<file path="src/rtl/skid_slice32.sv">
`default_nettype none
// ============================================================================
//  Module   : skid_slice32
//  Purpose  : 32-bit valid/ready register slice with a two-entry skid buffer;
//             all outputs registered. Optional stall counter behind the macro
//             SKID_SLICE32_STAT_EN (adds the stall_cnt port).
//  Revision : 1.0 - initial release
// ============================================================================
module skid_slice32 #(
    parameter int                DATA_W   = 32,
    parameter logic [DATA_W-1:0] RST_DATA = 32'h0000_0000
) (
    input  logic              clk_sys,
    input  logic              rst,
    input  logic              s_valid,
    input  logic [DATA_W-1:0] s_data,
    output logic              s_ready,
    output logic              m_valid,
    output logic [DATA_W-1:0] m_data,
    input  logic              m_ready,
    output logic [1:0]        occupancy
`ifdef SKID_SLICE32_STAT_EN
    ,
    output logic [15:0]       stall_cnt
`endif
);

    localparam logic [1:0] c_ST_EMPTY = 2'd0;
    localparam logic [1:0] c_ST_ONE   = 2'd1;
    localparam logic [1:0] c_ST_FULL  = 2'd2;

    generate
        if (DATA_W != 32) begin : g_width_check
            $error("skid_slice32: DATA_W must be 32");
        end
    endgenerate

    logic [1:0]        state_q, state_d;
    logic [DATA_W-1:0] main_q, main_d;
    logic [DATA_W-1:0] skid_q, skid_d;
    logic              m_valid_q, m_valid_d;
    logic              s_ready_q, s_ready_d;
    logic              w_in_xfer;
    logic              w_out_xfer;

    assign w_in_xfer  = s_valid & s_ready_q;
    assign w_out_xfer = m_valid_q & m_ready;

    always_comb begin
        state_d = state_q;
        main_d  = main_q;
        skid_d  = skid_q;
        case (state_q)
            c_ST_EMPTY: begin
                if (w_in_xfer) begin
                    main_d  = s_data;
                    state_d = c_ST_ONE;
                end
            end
            c_ST_ONE: begin
                if (w_in_xfer && w_out_xfer) begin
                    main_d = s_data;
                end else if (w_in_xfer) begin
                    skid_d  = s_data;
                    state_d = c_ST_FULL;
                end else if (w_out_xfer) begin
                    state_d = c_ST_EMPTY;
                end
            end
            c_ST_FULL: begin
                if (w_out_xfer) begin
                    main_d  = skid_q;
                    state_d = c_ST_ONE;
                end
            end
            default: state_d = c_ST_EMPTY;
        endcase
        // Handshake flags are derived from the next state so both stay pure flop outputs
        m_valid_d = (state_d != c_ST_EMPTY);
        s_ready_d = (state_d != c_ST_FULL);
    end

    always_ff @(posedge clk_sys) begin
        if (rst) begin
            state_q   <= c_ST_EMPTY;
            main_q    <= RST_DATA;
            skid_q    <= '0;
            m_valid_q <= 1'b0;
            s_ready_q <= 1'b0;
        end else begin
            state_q   <= state_d;
            main_q    <= main_d;
            skid_q    <= skid_d;
            m_valid_q <= m_valid_d;
            s_ready_q <= s_ready_d;
        end
    end

    assign s_ready   = s_ready_q;
    assign m_valid   = m_valid_q;
    assign m_data    = main_q;
    assign occupancy = state_q;

`ifdef SKID_SLICE32_STAT_EN
    logic [15:0] stall_cnt_q, stall_cnt_d;

    always_comb begin
        stall_cnt_d = stall_cnt_q;
        if (m_valid_q && !m_ready && (stall_cnt_q != 16'hFFFF)) begin
            stall_cnt_d = stall_cnt_q + 16'd1;
        end
    end

    always_ff @(posedge clk_sys) begin
        if (rst) begin
            stall_cnt_q <= 16'd0;
        end else begin
            stall_cnt_q <= stall_cnt_d;
        end
    end

    assign stall_cnt = stall_cnt_q;
`endif

endmodule
`default_nettype wire

</file>
<file path="config.mk">
export PLATFORM = sky130hd
export DESIGN_NAME = skid_slice32
export DESIGN_NICKNAME = d
export VERILOG_FILES = /design/src/rtl/skid_slice32.sv
export SDC_FILE = /design/constraint.sdc
export NUM_CORES = 1
export LEC_CHECK = 0
export ABC_AREA = 0
export BUFFER_PORTS_ARGS = -buffer_cell sky130_fd_sc_hd__buf_4
export CORE_UTILIZATION = 50
export DETAILED_ROUTE_END_ITERATION = 7
export GPL_ROUTABILITY_DRIVEN = 1
export HOLD_SLACK_MARGIN = 0.05
export PLACE_DENSITY_LB_ADDON = 0.2
export SYNTH_ARGS = -nofsm -noshare
export SYNTH_HDL_FRONTEND = slang
export SYNTH_SLANG_ARGS = --single-unit
</file>
<file path="constraint.sdc">
create_clock -name clk_sys -period 2.25 [get_ports clk_sys]
set_input_delay 0.225 -clock clk_sys [delete_from_list [all_inputs] [get_ports clk_sys]]
set_output_delay 0.225 -clock clk_sys [all_outputs]
set_load 0.02 [all_outputs]
</file>
# Yosys cells after proc, flatten, opt, wreduce, memory -nomap -nowiden
# Cells that the tools add are included.
# W data, S select, Z words.
# totals
output_inout_bits,36
register_bits,68
wordCells,30
# op_classes
n_mux,10
reduce_logical,6
n_eq_ne,6
bitwise_logic,3
# ops
op,count
$mux W32,3
$pmux W32 S3,1
$mux W2,5
$ne A2 B2 Y1 const B,4
$pmux W2 S3,1
$reduce_and A4 Y1,1
$reduce_and A3 Y1,1
$reduce_bool A3 Y1,1
$and A1 B1 Y1,2
$eq A2 B1 Y1 const B,1
$eq A2 B2 Y1 const B,1
$logic_not A2 Y1,1
$reduce_bool A2 Y1,1
$logic_and A1 B1 Y1,1
$not A1 Y1,1

# Depth between registers and ports, before layout
# logic_depth
ltp_word,6
mapped_depth,5
mapped_depth_nobuf,3

# Least setup slack after synthesis
# No wires, ideal clock.
# synth_timing
path_type,register to register
startpoint,register state_q[0] (netlist: occupancy[0])
endpoint,register main_q[10] (netlist: m_data[10])
path_slack_ns,0.825
setup_time_ns,0.146
arrival_time_ns,1.279
n_path_buf,2
path_stages_with_launch,6
cell_sequence,dfxtp_1 > a21bo_1 > buf_6 > buf_6 > a211oi_2 > a211oi_2
# synth_between
elab_chain_len,3
# synth_lines
element,line,source
start: declaration,38,"logic [1:0] state_q, state_d;"
start signal: assignment,85,state_q <= c_ST_EMPTY;
start signal: assignment,91,state_q <= state_d;
"$eq A2 B1 Y1, or another cell as far along",53,case (state_q)
$ne A2 B2 Y1 (no source line) / $reduce_bool A3 Y1 (equally long branches),-,
$reduce_and A4 Y1 (no source line),-,
end signal: assignment,92,main_q <= main_d;
end: declaration,39,"logic [DATA_W-1:0] main_q, main_d;"
# Several ways; a longest one is shown, not always the timed one.
# A chain may end at the register's enable or synchronous reset.

# Final worst setup path
# layout_timing
startpoint,register state_q[1] (netlist: occupancy[1])
endpoint,register main_q[25] (netlist: m_data[25])
# Same word-level chain as after synthesis.

==> results.ini <==
[synthesis]
synth_cells = 317
synth_area_leaders = dfxtp_1 40%, a211oi_2 22%, mux2i_1 9.4%, a21oi_1 4.8%, nand3_1 4.7%
async_flop_share_pct = 0
synth_cell_types = 27
synth_nets = 353
yosysTopAreaCell = dfxtp_1
syn_area_mm2 = 0.00341
ys_seq_area_share_pct = 39.9
syn_area_per_cell_um2 = 10.8
synthFlopType = dfxtp_1
yosysWarnings = 0
synth_edf_count = 0
synth_top_area_share_pct = 39.9
synth_seq_cells = 68

[clock_network]
ctsResizeCount = 0
clockBufferDepth = 2
cts_sinks = 68
clk_latency_ps = 340
cts_hold_buffers = 0
htree_levels = 3
cts_tree = built
post_cts_buffers = 0
path_clk_slew_ps = 80
root_buffer = clkbuf_8
cts_buffers = 9

[sta]
slew_headroom_pct = 60.1
slew_violations = 0
hold_viol = 0
fmax_ghz = 0.643
finalCriticalPeriod_ps = 1560
rsz0062_at_grt = false
whs_ps = 148
setup_viol = 0
fin_skew_ps = 9.65
tns_ps = 0
period_share_pct = 69.2
worst_pin_slew_ps = 598

[finish]
finalNetCount = 407
multi_input_area_mm2 = 0.00174
antenna_cells = 0
final_common_cell = buf_4
nFillCells = 556
regArea_mm2 = 0.00136
drive_gt1_share_pct = 43.9
layout_common_cells = 76 x buf_4, 68 x dfxtp_1, 60 x a211oi_2
areaGrowthSynthToFinish_pct = 20.9

[route]
dr_wl_met3_um = 408
vias = 2753
first_iter_violations = 207
wl_met1_um = 3640
drc = 4
ant_nets = 0
topRoutingLayerUsed = met4
drt_pass1_iterations = 6
wirelength_um = 7950
viasPerCell = 6.08
met2_wirelength_um = 3820
wire_per_inst_um = 17.5

[worst_hold_path]
hold_class = input port to register
hold_end = skid_q[28]
holdPathStages = 3
hp-start = s_data[28]

[power]
leakagePower_nw = 1.69
power_density_mw_per_mm2 = 775
peakVddDrop_v = 0.000523

[placed_design]
portBuffers = 71
finalWeightedCongestion = 0.738
dp_hpwl_um = 4740

[critical_path]
crit_fanout = 16
reg2reg_from = occupancy[1]
r2r_cells = 4
r2r_slack_ps = 690
cp-end-kind = register
cp.arrival_ps = 1810
required_ps = 2500
r2r-end = m_data[25]
critPathKind = register to register
start_kind = register

[outcome]
status = finished with violations
violations = design-rule violations

[floorplanning]
core_mm2 = 0.00646
fp.dieW_um = 84.6
start_util_pct = 52.8
io_pins = 72
fp-row-count = 29
design.die.area_mm2 = 0.00716
fp.dieH_um = 84.6

[global_route]
grt-ovfl-total = 0
antenna_found_initial = 0
grtUsageTotal_pct = 23.3
grt_pass1_vias = 2607
grt_max_degree = 66
grt_pass1_wl_um = 13300

[job]
cap_violations = 0

## power breakdown
group	total [W]	switching, W	internal, W	leakage, nW
logic	0.000626	0.000353	0.000273	1.01
clock network	0.00124	0.000475	0.000767	0.122
registers	0.00133	0.0000549	0.00127	0.555
total	0.00320	0.000882	0.00231	1.69
## kinds of logic after synthesis
family	share of synthesized area [%]
flops	39.9
simple gates	6.93
mux	9.39
compound gates	34.6
buf+inv	9.13
## state kept, by name (all words and copies together), names as in the netlist
register   flops
m_data        32
m_valid        1
occupancy      2
s_ready        1
skid_q        32
## final cells by class
class                   instances  share of cell area, %
multi-input cells             210                   42.3
flip-flops and latches         68                   33.0
inverters                       1                 0.0910
repair buffers                 81                   16.3
clock buffers                  10                   3.34
well taps                      77                   2.34
clock inverters                 6                   2.70
## critical path, cell delays in order, from the launching register on
cell	delay (ps)
dfxtp_1	380
and3b_2	480
buf_4	310
a211oi_2	100
a211oi_2	200
## synth_stat cells, drive strengths merged, types with 2 or more instances
cell,count
clkbuf,10
a211oi,64
nand3,32
nand2,2
dfxtp,68
and3b,2
buf,28
o21ai,34
a21oi,34
mux2i,32
## per-stage QoR
step	instance area, µm²	setup WS [ps]	std cells	utilization, %	total power (W)
floorplan	3410	825	317	-	0.00178
global placement	3870	717	437	60.0	0.00198
detailed placement	3870	694	437	60.0	0.00198
CTS	4120	680	453	63.9	0.00322
global route	4120	554	453	63.9	0.00334
finish	4120	694	453	63.9	0.00320
## worst max-delay path by stage
stage                      start    endpoint  slack (ps)
floorplan           occupancy[0]  m_data[10]         820
global placement    occupancy[1]  m_data[28]         720
detailed placement  occupancy[1]   m_data[0]         690
CTS                 occupancy[1]  m_data[25]         680
global route        occupancy[1]  m_data[29]         550
finish              occupancy[1]  m_data[25]         690
## routing by layer
layer,global-route usage (%),vias up
met2,37.3,80
met3,4.23,7
met5,0,-
li1,-,1313
met1,31.9,1353
met4,7.70,0
Power figures use the tool's default switching activity.
